--- config.mk ---
export PLATFORM = sky130hd
export DESIGN_NAME = uart_tx
export DESIGN_NICKNAME = d
export VERILOG_FILES = /design/src/rtl/uart_pkg.sv /design/src/rtl/uart_tx_fifo.sv /design/src/rtl/uart_tx.sv
export SDC_FILE = /design/constraint.sdc
export NUM_CORES = 1
export LEC_CHECK = 0
export ABC_AREA = 1
export BUFFER_PORTS_ARGS = -buffer_cell sky130_fd_sc_hd__buf_2
export CORE_ASPECT_RATIO = 0.5
export CORE_MARGIN = 1.5
export CORE_UTILIZATION = 55
export CTS_CLUSTER_DIAMETER = 60
export DETAILED_ROUTE_END_ITERATION = 8
export PLACE_DENSITY = 0.85
export RECOVER_POWER = 100
export SLEW_MARGIN = 20
export SYNTH_ARGS = -nofsm -noshare
export SYNTH_HDL_FRONTEND = slang
export SYNTH_SLANG_ARGS = --single-unit
--- constraint.sdc ---
create_clock -name clk -period 2.22 [get_ports clk]
set_input_delay 0.333 -clock clk [delete_from_list [all_inputs] [get_ports clk]]
set_output_delay 0.333 -clock clk [all_outputs]
set_load 0.01 [all_outputs]
--- src/rtl/uart_pkg.sv ---
// rtl/uart_pkg.sv - shared UART transmitter types, constants and parity helper
package uart_pkg;

    localparam logic UART_IDLE_LEVEL = 1'b1;
    localparam int   UART_DATA_BITS  = 8;

    typedef enum logic [2:0] {
        ST_IDLE   = 3'd0,
        ST_START  = 3'd1,
        ST_DATA   = 3'd2,
        ST_PARITY = 3'd3,
        ST_STOP   = 3'd4
    } uart_state_e;

    // Even parity: the bit that makes the total count of ones even.
    function automatic logic even_parity(input logic [UART_DATA_BITS-1:0] d);
        return ^d;
    endfunction

endpackage

--- src/rtl/uart_tx_fifo.sv ---
// rtl/uart_tx_fifo.sv - power-of-two depth byte buffer feeding the UART transmitter
module uart_tx_fifo #(
    parameter int DEPTH = 4,
    parameter int WIDTH = 8
) (
    input  logic             clk,
    input  logic             rst,
    input  logic             push,
    input  logic             pop,
    input  logic [WIDTH-1:0] din,
    output logic [WIDTH-1:0] dout,
    output logic             empty,
    output logic             full
);

    localparam int AW = (DEPTH > 1) ? $clog2(DEPTH) : 1;
    localparam int CW = AW + 1;

    logic [WIDTH-1:0] mem [DEPTH];
    logic [AW-1:0]    wr_ptr;
    logic [AW-1:0]    rd_ptr;
    logic [CW-1:0]    count;
    logic             push_ok;
    logic             pop_ok;

    // full/empty come from the registered count, so a same-edge pop never frees a slot early
    assign push_ok = push && !full;
    assign pop_ok  = pop && !empty;
    assign empty   = (count == '0);
    assign full    = (count == CW'(DEPTH));
    assign dout    = mem[rd_ptr];

    always_ff @(posedge clk) begin
        if (push_ok) begin
            mem[wr_ptr] <= din;
        end
    end

    always_ff @(posedge clk) begin
        if (rst) begin
            wr_ptr <= '0;
            rd_ptr <= '0;
            count  <= '0;
        end else begin
            if (push_ok) begin
                wr_ptr <= wr_ptr + AW'(1);
            end
            if (pop_ok) begin
                rd_ptr <= rd_ptr + AW'(1);
            end
            unique case ({push_ok, pop_ok})
                2'b10:   count <= count + CW'(1);
                2'b01:   count <= count - CW'(1);
                default: count <= count;
            endcase
        end
    end

endmodule

--- src/rtl/uart_tx.sv ---
// rtl/uart_tx.sv - buffered 8N1 UART transmitter; define UART_TX_PARITY_EN for an even parity bit
module uart_tx
    import uart_pkg::*;
#(
    parameter int CLK_DIV    = 434,
    parameter int FIFO_DEPTH = 4
) (
    input  logic       clk,
    input  logic       rst,
    input  logic [7:0] data_i,
    input  logic       wr_i,
    output logic       full_o,
    output logic       busy_o,
    output logic       tx_o
);

    localparam logic [15:0] DIV_M1   = 16'(CLK_DIV - 1);
    localparam logic [2:0]  LAST_BIT = 3'(UART_DATA_BITS - 1);

    uart_state_e state;
    uart_state_e state_next;
    logic [15:0] timer;
    logic        timer_done;
    logic [2:0]  bit_idx;
    logic [7:0]  shreg;
    logic        tx_q;
    logic        tx_next;
    logic        load;
    logic        bit_entry;
    logic        fifo_empty;
    logic [7:0]  fifo_dout;
`ifdef UART_TX_PARITY_EN
    logic        par_q;
`endif

    uart_tx_fifo #(
        .DEPTH (FIFO_DEPTH),
        .WIDTH (8)
    ) u_fifo (
        .clk   (clk),
        .rst   (rst),
        .push  (wr_i),
        .pop   (load),
        .din   (data_i),
        .dout  (fifo_dout),
        .empty (fifo_empty),
        .full  (full_o)
    );

    assign timer_done = (timer == '0);
    // A frame begins only from IDLE or straight out of STOP; that is when a byte is popped.
    assign load       = (state_next == ST_START) && (state != ST_START);
    assign bit_entry  = (state_next != state) || ((state == ST_DATA) && timer_done);
    assign tx_o       = tx_q;

    always_ff @(posedge clk) begin
        if (rst) begin
            state <= ST_IDLE;
        end else begin
            state <= state_next;
        end
    end

    always_comb begin
        state_next = state;
        unique case (state)
            ST_IDLE: begin
                if (!fifo_empty) state_next = ST_START;
            end
            ST_START: begin
                if (timer_done) state_next = ST_DATA;
            end
            ST_DATA: begin
                if (timer_done && (bit_idx == LAST_BIT)) begin
`ifdef UART_TX_PARITY_EN
                    state_next = ST_PARITY;
`else
                    state_next = ST_STOP;
`endif
                end
            end
            ST_PARITY: begin
                if (timer_done) state_next = ST_STOP;
            end
            ST_STOP: begin
                if (timer_done) state_next = fifo_empty ? ST_IDLE : ST_START;
            end
            default: state_next = ST_IDLE;
        endcase
    end

    always_comb begin
        tx_next = UART_IDLE_LEVEL;
        busy_o  = (state != ST_IDLE) || !fifo_empty;
        unique case (state)
            ST_START:  tx_next = 1'b0;
            ST_DATA:   tx_next = shreg[0];
`ifdef UART_TX_PARITY_EN
            ST_PARITY: tx_next = par_q;
`endif
            default:   tx_next = UART_IDLE_LEVEL;
        endcase
    end

    always_ff @(posedge clk) begin
        if (rst) begin
            timer   <= '0;
            bit_idx <= '0;
            shreg   <= '0;
            tx_q    <= UART_IDLE_LEVEL;
`ifdef UART_TX_PARITY_EN
            par_q   <= 1'b0;
`endif
        end else begin
            tx_q <= tx_next;
            if (bit_entry) begin
                timer <= DIV_M1;
            end else if (!timer_done) begin
                timer <= timer - 16'd1;
            end
            if (load) begin
                shreg   <= fifo_dout;
                bit_idx <= '0;
`ifdef UART_TX_PARITY_EN
                par_q   <= even_parity(fifo_dout);
`endif
            end else if ((state == ST_DATA) && timer_done) begin
                shreg   <= shreg >> 1;
                bit_idx <= bit_idx + 3'd1;
            end
        end
    end

endmodule

-- Word level (Yosys, flattened, before mapping)
Memory sizes are Yosys's and may differ from the RTL's. A register that Yosys moved wholly into a read port is not among the register bits.
Index checks and enable logic that the tools add are counted.
- RAM bits: 32
- output and inout port bits: 3
- flip-flop bits (word level): 38
- word-level logic and storage cells: 62
- memories kept: 1
- memory list (name ; words ; bits a word ; rd ports ; clocked after memory_dff ; write ports ; RTL line ; source):
    u_fifo.mem ; 4 ; 8 ; 1 ; 1 ; 1 ; uart_tx_fifo.sv:19 ; logic [WIDTH-1:0] mem [DEPTH];
- equality and inequality tests: 12
- mux-type cells: 17
- add/subtract/negate cells: 6
- reductions and logical operators: 17
- operators with widths (operator ; count):
    2-to-1 mux 9 bit ; 2
    logical NOT 16 bit ; 1
    2-to-1 mux 8 bit ; 2
    subtractor 16 x 1 -> 16 bit, second input constant ; 1
    2-to-1 mux 3 bit ; 5
    case mux 3 bit (5 select lines) ; 1
    == test 3 bit, second input constant ; 3
    adder 3 x 1 -> 3 bit, second input constant ; 2
    == test 3 x 1 -> 1 bit, second input constant ; 2
    == test 3 x 2 -> 1 bit, second input constant ; 2
    logical NOT 3 bit ; 2
    case mux 3 bit (2 select lines) ; 1
    logical AND 1 bit ; 5
    adder 2 x 1 -> 2 bit, second input constant ; 2
    2-to-1 mux 2 bit ; 2
    nonzero test 2 bit ; 2
    OR reduction 2 bit ; 2
    2-to-1 mux 1 bit ; 3
    inequality test 3 x 1 -> 1 bit, second input constant ; 1
    inequality test 3 bit ; 1
    nonzero test 3 bit ; 1
    subtractor 3 x 1 -> 3 bit, second input constant ; 1
    == test 2 x 1 -> 1 bit, second input constant ; 1
    == test 2 bit, second input constant ; 1
    other kinds (4) ; 6

-- Depth between registers and ports, before layout
Gate-level depths: netlist of run 1.
- depth after elaboration: 9
- depth in mapped cells: 15
- gate-level depth less buffers: 15

-- By module
A second synthesis of run 1 with hierarchy kept.
- cell total of the unflattened synthesis: 390
- area total of the unflattened synthesis: 3529.6 um^2
- by module, submodules not included (module ; seq. area each (um^2) ; cells each ; area each (um^2) ; instances):
    uart_tx ; 620.6 ; 244 ; 1838.0 ; 1
    uart_tx_fifo ; 1141.1 ; 146 ; 1691.6 ; 1

-- Worst setup path before layout of run 1
OpenSTA, ideal clock, no wires.
- kind: register -> register
- start: register timer[0]
- end: register u_fifo.count[2]
- data arrival time: 2392 ps
- required time: 2150 ps
- stages on the path, launching flop included: 16
- slack: -242 ps
- cells stage by stage: dfxtp_1 > inv_1 > ha_1 > nand2_1 > nor2_2 > nand2_4 > nand2_2 > nand2_2 > nand3_4 > clkinv_1 > ha_1 > fa_1 > a21oi_1 > o21a_1 > o21ai_0 > a21oi_1
- longest elaborated chain between the ends: 9
- elaborated cells on any way between the ends: 14
- RTL lines (element ; RTL line ; source):
    start, declared ; uart_tx.sv:22 ; logic [15:0] timer;
    start signal, assigned ; uart_tx.sv:119 ; timer <= timer - 16'd1;
    logical NOT 16 bit * ; uart_tx.sv:50 ; assign timer_done = (timer == '0);
    logical AND 1 bit ; uart_tx.sv:74 ; if (timer_done && (bit_idx == LAST_BIT)) begin
    2-to-1 mux 3 bit ; uart_tx.sv:74 ;
    case mux 3 bit (5 select lines) * ; uart_tx.sv:66 ; unique case (state)
    == test 3 x 1 -> 1 bit * ; uart_tx.sv:52 ; assign load = (state_next == ST_START) && (state != ST_START);
    logical AND 1 bit * ; uart_tx.sv:52 ;
    logical AND 1 bit * ; uart_tx_fifo.sv:28 ; assign pop_ok = pop && !empty;
    via u_fifo.pop_ok ; uart_tx_fifo.sv:24 ; logic pop_ok;
    == test 2 x 1 -> 1 bit / == test 2 bit (equally long branches) ; uart_tx_fifo.sv:51 ; unique case ({push_ok, pop_ok})
    case mux 3 bit (2 select lines) / nonzero test 2 bit (equally long branches) ; n/a ;
    end signal, assigned ; uart_tx_fifo.sv:52 ; 2'b10: count <= count + CW'(1);
    end signal, assigned ; uart_tx_fifo.sv:53 ; 2'b01: count <= count - CW'(1);
    end signal, assigned ; uart_tx_fifo.sv:54 ; default: count <= count;
    end, declared ; uart_tx_fifo.sv:22 ; logic [CW-1:0] count;
The timed path passes the listed nets; every way through them passes the cells marked *.
A chain may end at the register's enable or synchronous reset.

-- Worst setup path in the final report of run 1
Ends and elaborated chain as after synthesis.

==> out/metrics.yaml, run 1 <==
route:
  totalWireLength_mm: 6.81
  drc: 0
  drtPass1Iterations: 5
  ant_nets: 0
  wl_per_cell_um: 14.9
  vias: 2450
  post_drt_via_cell_ratio: 5.36
  drt_iter0_drc: 174
yosys:
  ys_ff_latch: 72
  ys_seq_area_frac: 0.553
  post_synth_num_cell_types: 33
  ys.warnings.count: 0
  yosysTopAreaCell: "edfxtp_1"
  synth.area.top_cells: "edfxtp_1 30%, dfxtp_1 25%, nor2_1 6.6%, nand2_1 5.5%, inv_1 4.1%"
  synthDominantCellAreaShare: 0.302
  async_flop_share: 0
  netlist_instances: 345
  synthTopCellsByCount: "56 x nor2_1, 47 x nand2_1, 40 x dfxtp_1"
  synth_edf_count: 32
  synth_most_common_cell: "nor2_1"
  ys.flop_type: "dfxtp_1"
  synthesis.nets: 365
  synth_area_per_cell_um2: 9.24
  syn_area_um2: 3190
timing:
  skew_ps: 9.23
  worst_pin_slew_ps: 547
  finalCritPeriodShare: 0.974
  whs_ps: 250
  drv_slew: 0
  setup_tns_ps: 0
  slew-limit-headroom: 0.636
  min_period_ps: 2160
  hold_viol_final: 0
  fmax_ghz: 0.463
  setup_violations: 0
  final.setup.worst_slack_ps: 58.2
run_status:
  outcome: "complete, no violations"
clock_network:
  cts_tree: "built"
  cts_root_buf: "clkbuf_16"
  clock-sinks: 72
  h-tree-depth: 3
  insertion_delay_ps: 340
  cts_buffers: 9
  clk_pin_slew_ps: 60
  clockBufferDepth: 2
  cts_hold_buf: 0
global_routing:
  antenna_found_initial: 0
  overflow: 0
  grt_pass1_vias: 2419
  groute.usage.overall: 0.224
  grt_max_degree: 17
  grt_pass1_wl_mm: 10.8
setup_path:
  cp_slowest_cell: "fa_2"
  reg2regPathDepth: 15
  cp_common_cell: "ha_4"
  critical_path.cell_chain: "inv_2, ha_4, nand2_2, nor2_4, nand2_4, buf_6, o21bai_4, nand3_4, clkinv_4, ha_4, fa_2, a21oi_2, o21a_1, o21ai_1, a21oi_1"
  worstSetupEndpointType: "register"
  cp_max_fo: 3
  worst_setup_path_start_kind: "register"
  r2r_slack_ps: 60
  cp-startpoint: "timer[0]"
  critPathKind: "register to register"
  r2r_end: "u_fifo.count[2]"
  cp.required_ps: 2490
  crit_path_end: "u_fifo.count[2]"
  reg2reg_from: "timer[0]"
  cp.arrival_ps: 2430
  slowest_delay_ps: 350
cells_and_area:
  n_antenna_cell: 0
  final_nets: 399
  area_growth_pct: 18.6
  post_route_cells_drive_above_1_share: 0.201
placed_design:
  port_buffers: 13
  hpwl_mm: 4.33
  gp_congestion: 0.840
  detailedPlace.worstSlack_ps: -66.9
floorplan:
  die_h_um: 56.8
  start_util: 0.575
  placementRows: 19
  die_x_um: 111
  io_pins: 14
  die_area_um2: 6290
  core-area_um2: 5540
run:
  timing.max_cap.violations: 0
pwr:
  switching_share: 0.408
  pwr-share-clk: 0.232
  power_density_nw_per_um2: 1530
  pwr-share-comb: 0.433
  p_int_w: 0.00342
  power_frac_seq: 0.335
  ir_worst_vdd_v: 0.000826
  p_switching_w: 0.00236
  p_leak_nw: 1.49
min_path:
  hp-class: "primary input to register"
-- state kept, by name, indices dropped and copies added (netlist names), named ones only --
name           cells
tx_o               1
bit_idx            3
shreg              8
u_fifo.count       3
timer             16
u_fifo.rd_ptr      2
state              3
u_fifo.mem        32
u_fifo.wr_ptr      2
-- stage by stage --
stage	total power (W)	util	area, um^2	instances
CTS	0.00562	0.675	3740	454
floorplan	0.00358	-	3210	345
global placement	0.00398	0.614	3400	434
finish	0.00578	0.683	3780	457
global route	0.00616	0.683	3780	457
detailed placement	0.00411	0.614	3400	434
-- power groups by stage --
stage	clock network (W)	logic [W]	registers, W
floorplan	0	0.00171	0.00187
global route	0.00142	0.00277	0.00197
CTS	0.00135	0.00237	0.00190
global placement	0	0.00209	0.00189
detailed placement	0	0.00220	0.00191
finish	0.00134	0.00250	0.00194
-- placed cells by master (no fill, tap or decap), types with 2 or more instances in the layout --
cell type	n
nor2_1	52
nand2_1	44
dfxtp_1	35
inv_1	33
edfxtp_1	32
o21ai_0	24
a21oi_1	21
clkbuf_1	15
buf_4	13
nor2_2	12
xor2_1	12
nand3_1	11
clkbuf_16	9
o22ai_1	8
nor2_4	7
ha_1	6
nand2_2	5
dfxtp_2	5
nand2_4	4
nor3_1	4
clkinv_4	3
inv_2	3
nand4_1	2
o21a_1	2
o21ai_1	2
ha_4	2
clkinvlp_4	2
inv_6	2
buf_2	2
-- cell type report --
| cell class | count | area, um^2 |
|---|---|---|
| clock buffers | 9 | 225 |
| multi-input cells | 228 | 1320 |
| repair buffers | 31 | 175 |
| fillers | 392 | 1760 |
| flip-flops and latches | 72 | 1770 |
| clock inverters | 7 | 53.8 |
| inverters | 37 | 144 |
| well taps | 73 | 91.3 |
-- critical path, delay by kind of cell, from the launching register on --
family	cells	cell delay, ps
and+or+nand+nor	4	300
adders and majority gates	3	670
DFF	1	340
AOI/OAI and AO/OA	5	550
buffers and inverters	3	230
-- kinds of logic after synthesis --
group | count (synthesis) | synth area share
AND/OR/NAND/NOR | 145 | 0.209
flip-flops | 72 | 0.553
AO/OA/AOI/OAI | 61 | 0.106
buffers and inverters | 45 | 0.0581
XOR/XNOR | 13 | 0.0357
adder cells (fa/ha/maj) | 9 | 0.0377
-- per-layer routing --
| metal | up-vias | GRT usage | wire length [um] |
|---|---|---|---|
| met5 | - | 0 | 0 |
| met4 | 0 | 0.110 | 239 |
| met3 | 27 | 0.0832 | 328 |
| met2 | 70 | 0.402 | 3580 |
| met1 | 1148 | 0.235 | 2670 |
| li1 | 1205 | - | - |
-- worst min-delay path by stage --
stage | startpoint | to | slack [ps] | depth (start not counted)
3_3_place_gp | u_fifo.count[2] | u_fifo.count[2] | 440 | 1
5_1_grt | data_i[1] | u_fifo.mem[0][1] | 270 | 1
3_5_place_dp | u_fifo.count[2] | u_fifo.count[2] | 460 | 1
6_report | data_i[2] | u_fifo.mem[1][2] | 250 | 1
4_1_cts | data_i[2] | u_fifo.mem[1][2] | 210 | 1
2_1_floorplan | u_fifo.count[2] | u_fifo.count[2] | 420 | 1
-- repair_timing --
item | 4_1_cts | 5_1_grt
gates resized for setup | 8 | 17
buffers inserted | 4 | 3
pin swaps | 5 | 12
setup endpoints to repair | 1 | 13
(Power assumes the default switching activity.)
==> inputs of run 2 (changes only) <==
--- a/config.mk
+++ b/config.mk
@@ -14,6 +14,7 @@
 export DETAILED_ROUTE_END_ITERATION = 8
 export PLACE_DENSITY = 0.85
 export RECOVER_POWER = 100
+export REMOVE_ABC_BUFFERS = 1
 export SLEW_MARGIN = 20
 export SYNTH_ARGS = -nofsm -noshare
 export SYNTH_HDL_FRONTEND = slang
==> run 2 against run 1 <==
Compared with the run above:
- critical path depth down 2
- sequential share of layout area is 0.099 points lower
- total power up 0.61%
- core utilization is the same
- first-iteration DRC count fell by 12%
- cell count grew 0.66%
- non-clock buffer count is 4 higher
- highest routed layer unchanged
- critical endpoint is now u_fifo.count[1]
- register-to-register slack gained 30 ps
- sequential power is essentially flat
- clock skew fell by 4.0 ps
- via count rose by 0.78%
==> out/metrics.yaml, run 2 (synthesis gave the netlist of run 1 again) <==
floorplan:
  core-area_um2: 5540  # unchanged
  placementRows: 19  # unchanged
  io_pins: 14  # unchanged
  start_util: 0.575  # unchanged
  die_x_um: 111  # unchanged
  die_area_um2: 6290  # unchanged
  die_h_um: 56.8  # unchanged
global_routing:
  groute.usage.overall: 0.220  # -0.00377
  grt_pass1_vias: 2388  # -1.3%
  grt_pass1_wl_mm: 10.6  # -1.9%
  overflow: 0  # unchanged
  grt_max_degree: 17  # unchanged
  antenna_found_initial: 0  # unchanged
clock_network:
  cts_hold_buf: 0  # unchanged
  cts_root_buf: "clkbuf_16"
  clockBufferDepth: 2  # unchanged
  clock-sinks: 72  # unchanged
  cts_buffers: 9  # unchanged
  clk_pin_slew_ps: 60  # about the same
  cts_tree: "built"
  insertion_delay_ps: 330  # about the same
  h-tree-depth: 3  # unchanged
setup_path:
  critPathTopFamily: "adder cells"
  worstSetupEndpointType: "register"
  cp.required_ps: 2440  # -50 ps
  cp_max_fo: 3  # unchanged
  slowest_delay_ps: 440  # +90 ps
  worst_setup_path_start_kind: "register"
  worst-path-buf-inv: 3  # unchanged
  cp.arrival_ps: 2360  # -70 ps
  cp_slowest_cell: "fa_2"
  critical_path.cell_chain: "inv_2, ha_4, nand2_2, nor2_4, nand2_4, buf_4, o21bai_4, nand3_4, inv_2, ha_4, fa_2, o21ai_2, nor2_1"
  critPathKind: "register to register"
cells_and_area:
  final_nets: 403  # +1.0%
  top_regs: "u_fifo.mem (32), timer (16), shreg (8)"
  n_antenna_cell: 0  # unchanged
  multi_input_area_um2: 1290  # -2.2%
  post_route_cells_drive_above_1_share: 0.183  # -0.0171
  seq_area_um2: 1760  # -0.21%
  largest_reg_flops: 32  # unchanged
  area_growth_pct: 18.6  # unchanged
  nFillCells: 403  # +2.8%
  final_common_cell: "nor2_1"
  top_register: "u_fifo.mem"
  layout_common_cells: "57 x nor2_1, 46 x nand2_1, 38 x dfxtp_1, 33 x inv_1, 32 x edfxtp_1"
  final_cell_count_no_fill: 460  # +0.66%
  final_util: 0.683  # unchanged
run_status:
  outcome: "complete, no violations"
pwr:
  p_leak_nw: 1.52  # +1.4%
  power_density_nw_per_um2: 1540  # +0.61%
  ir_worst_vdd_v: 0.000768  # -7.1%
  power_w: 0.00582  # +0.61%
run:
  timing.max_cap.violations: 0  # unchanged
min_path:
  hp-class: "primary input to register"
timing:
  finalCritPeriodShare: 0.961  # -0.0127
  min_period_ps: 2130  # -28.1 ps
  slew-limit-headroom: 0.634  # -0.00121
  drv_slew: 0  # unchanged
  hold_viol_final: 0  # unchanged
  worst_pin_slew_ps: 548  # +1.81 ps
  setup_tns_ps: 0  # unchanged
  fmax_ghz: 0.469  # +1.3%
  whs_ps: 252  # +1.56 ps
  setup_violations: 0  # unchanged
  skew_ps: 5.28  # -3.95 ps
route:
  drtPass1Iterations: 4  # -1
  drc: 0  # unchanged
  ant_nets: 0  # unchanged
  drt_iter0_drc: 153  # -12%
  post_drt_via_cell_ratio: 5.37  # +0.12%
  vias: 2469  # +0.78%
  totalWireLength_mm: 6.65  # -2.3%
  wl_per_cell_um: 14.5  # -3.0%
placed_design:
  gp_congestion: 0.798  # -5.0%
  port_buffers: 13  # unchanged
  post-place-cells: 443  # +2.1%
  hpwl_mm: 4.20  # -2.9%
-- run 2: through the flow --
stage / worst slack [ps] / area [um^2]
after floorplan: -291 / 3140
after global placement: -10.8 / 3450
after detailed placement: -86.7 / 3450
after CTS: 13.0 / 3760
after global routing: -7.94 / 3780
final: 86.3 / 3780
-- run 2: worst register-to-register path, stage by stage (launching register included) --
cell      delay [ps]
dfxtp_2          320
inv_2             70
ha_4             140
nand2_2           60
nor2_4           130
nand2_4           70
buf_4            140
o21bai_4         150
nand3_4           80
inv_2             80
ha_4             150
fa_2             440
o21ai_2          120
nor2_1            60
-- run 2: path summary, 6_finish.rpt --
| path | startpoint | end | slack (ps) | cells after the start |
|---|---|---|---|---|
| worst max register to register | timer[0] | u_fifo.count[1] | 90 | 13 |
| worst max-delay path | timer[0] | u_fifo.count[1] | 90 | 13 |
| worst min-delay path | data_i[4] | u_fifo.mem[0][4] | 250 | 1 |
| worst min register to register | u_fifo.rd_ptr[1] | u_fifo.rd_ptr[1] | 470 | 2 |
-- run 2: cell type report --
| cell class | instances | area share |
|---|---|---|
| repair buffers | 35 | 0.0523 |
| well taps | 73 | 0.0242 |
| flip-flops and latches | 72 | 0.467 |
| inverters | 37 | 0.0367 |
| clock buffers | 9 | 0.0596 |
| multi-input cells | 228 | 0.342 |
| clock inverters | 6 | 0.0182 |
-- run 2: metal layers --
metal,wire [um],share of wire,track usage
met1,2650,0.40,0.237
met2,3510,0.53,0.405
met3,286,0.043,0.0518
met4,201,0.030,0.125
met5,0,0,0
-- run 2: where the power goes --
part	total (W)	internal (W)	switching (W)
Sequential	0.00191	0.00169	0.000212
Combinational	0.00248	0.000961	0.00152
Clock	0.00143	0.000867	0.000559
Total	0.00582	0.00352	0.00229
-- run 2: repair_timing --
action                     4_1_cts  5_1_grt
gates resized for setup          5       18
setup endpoints to repair        2       13
buffers inserted                 1        1
pin swaps                        3        6
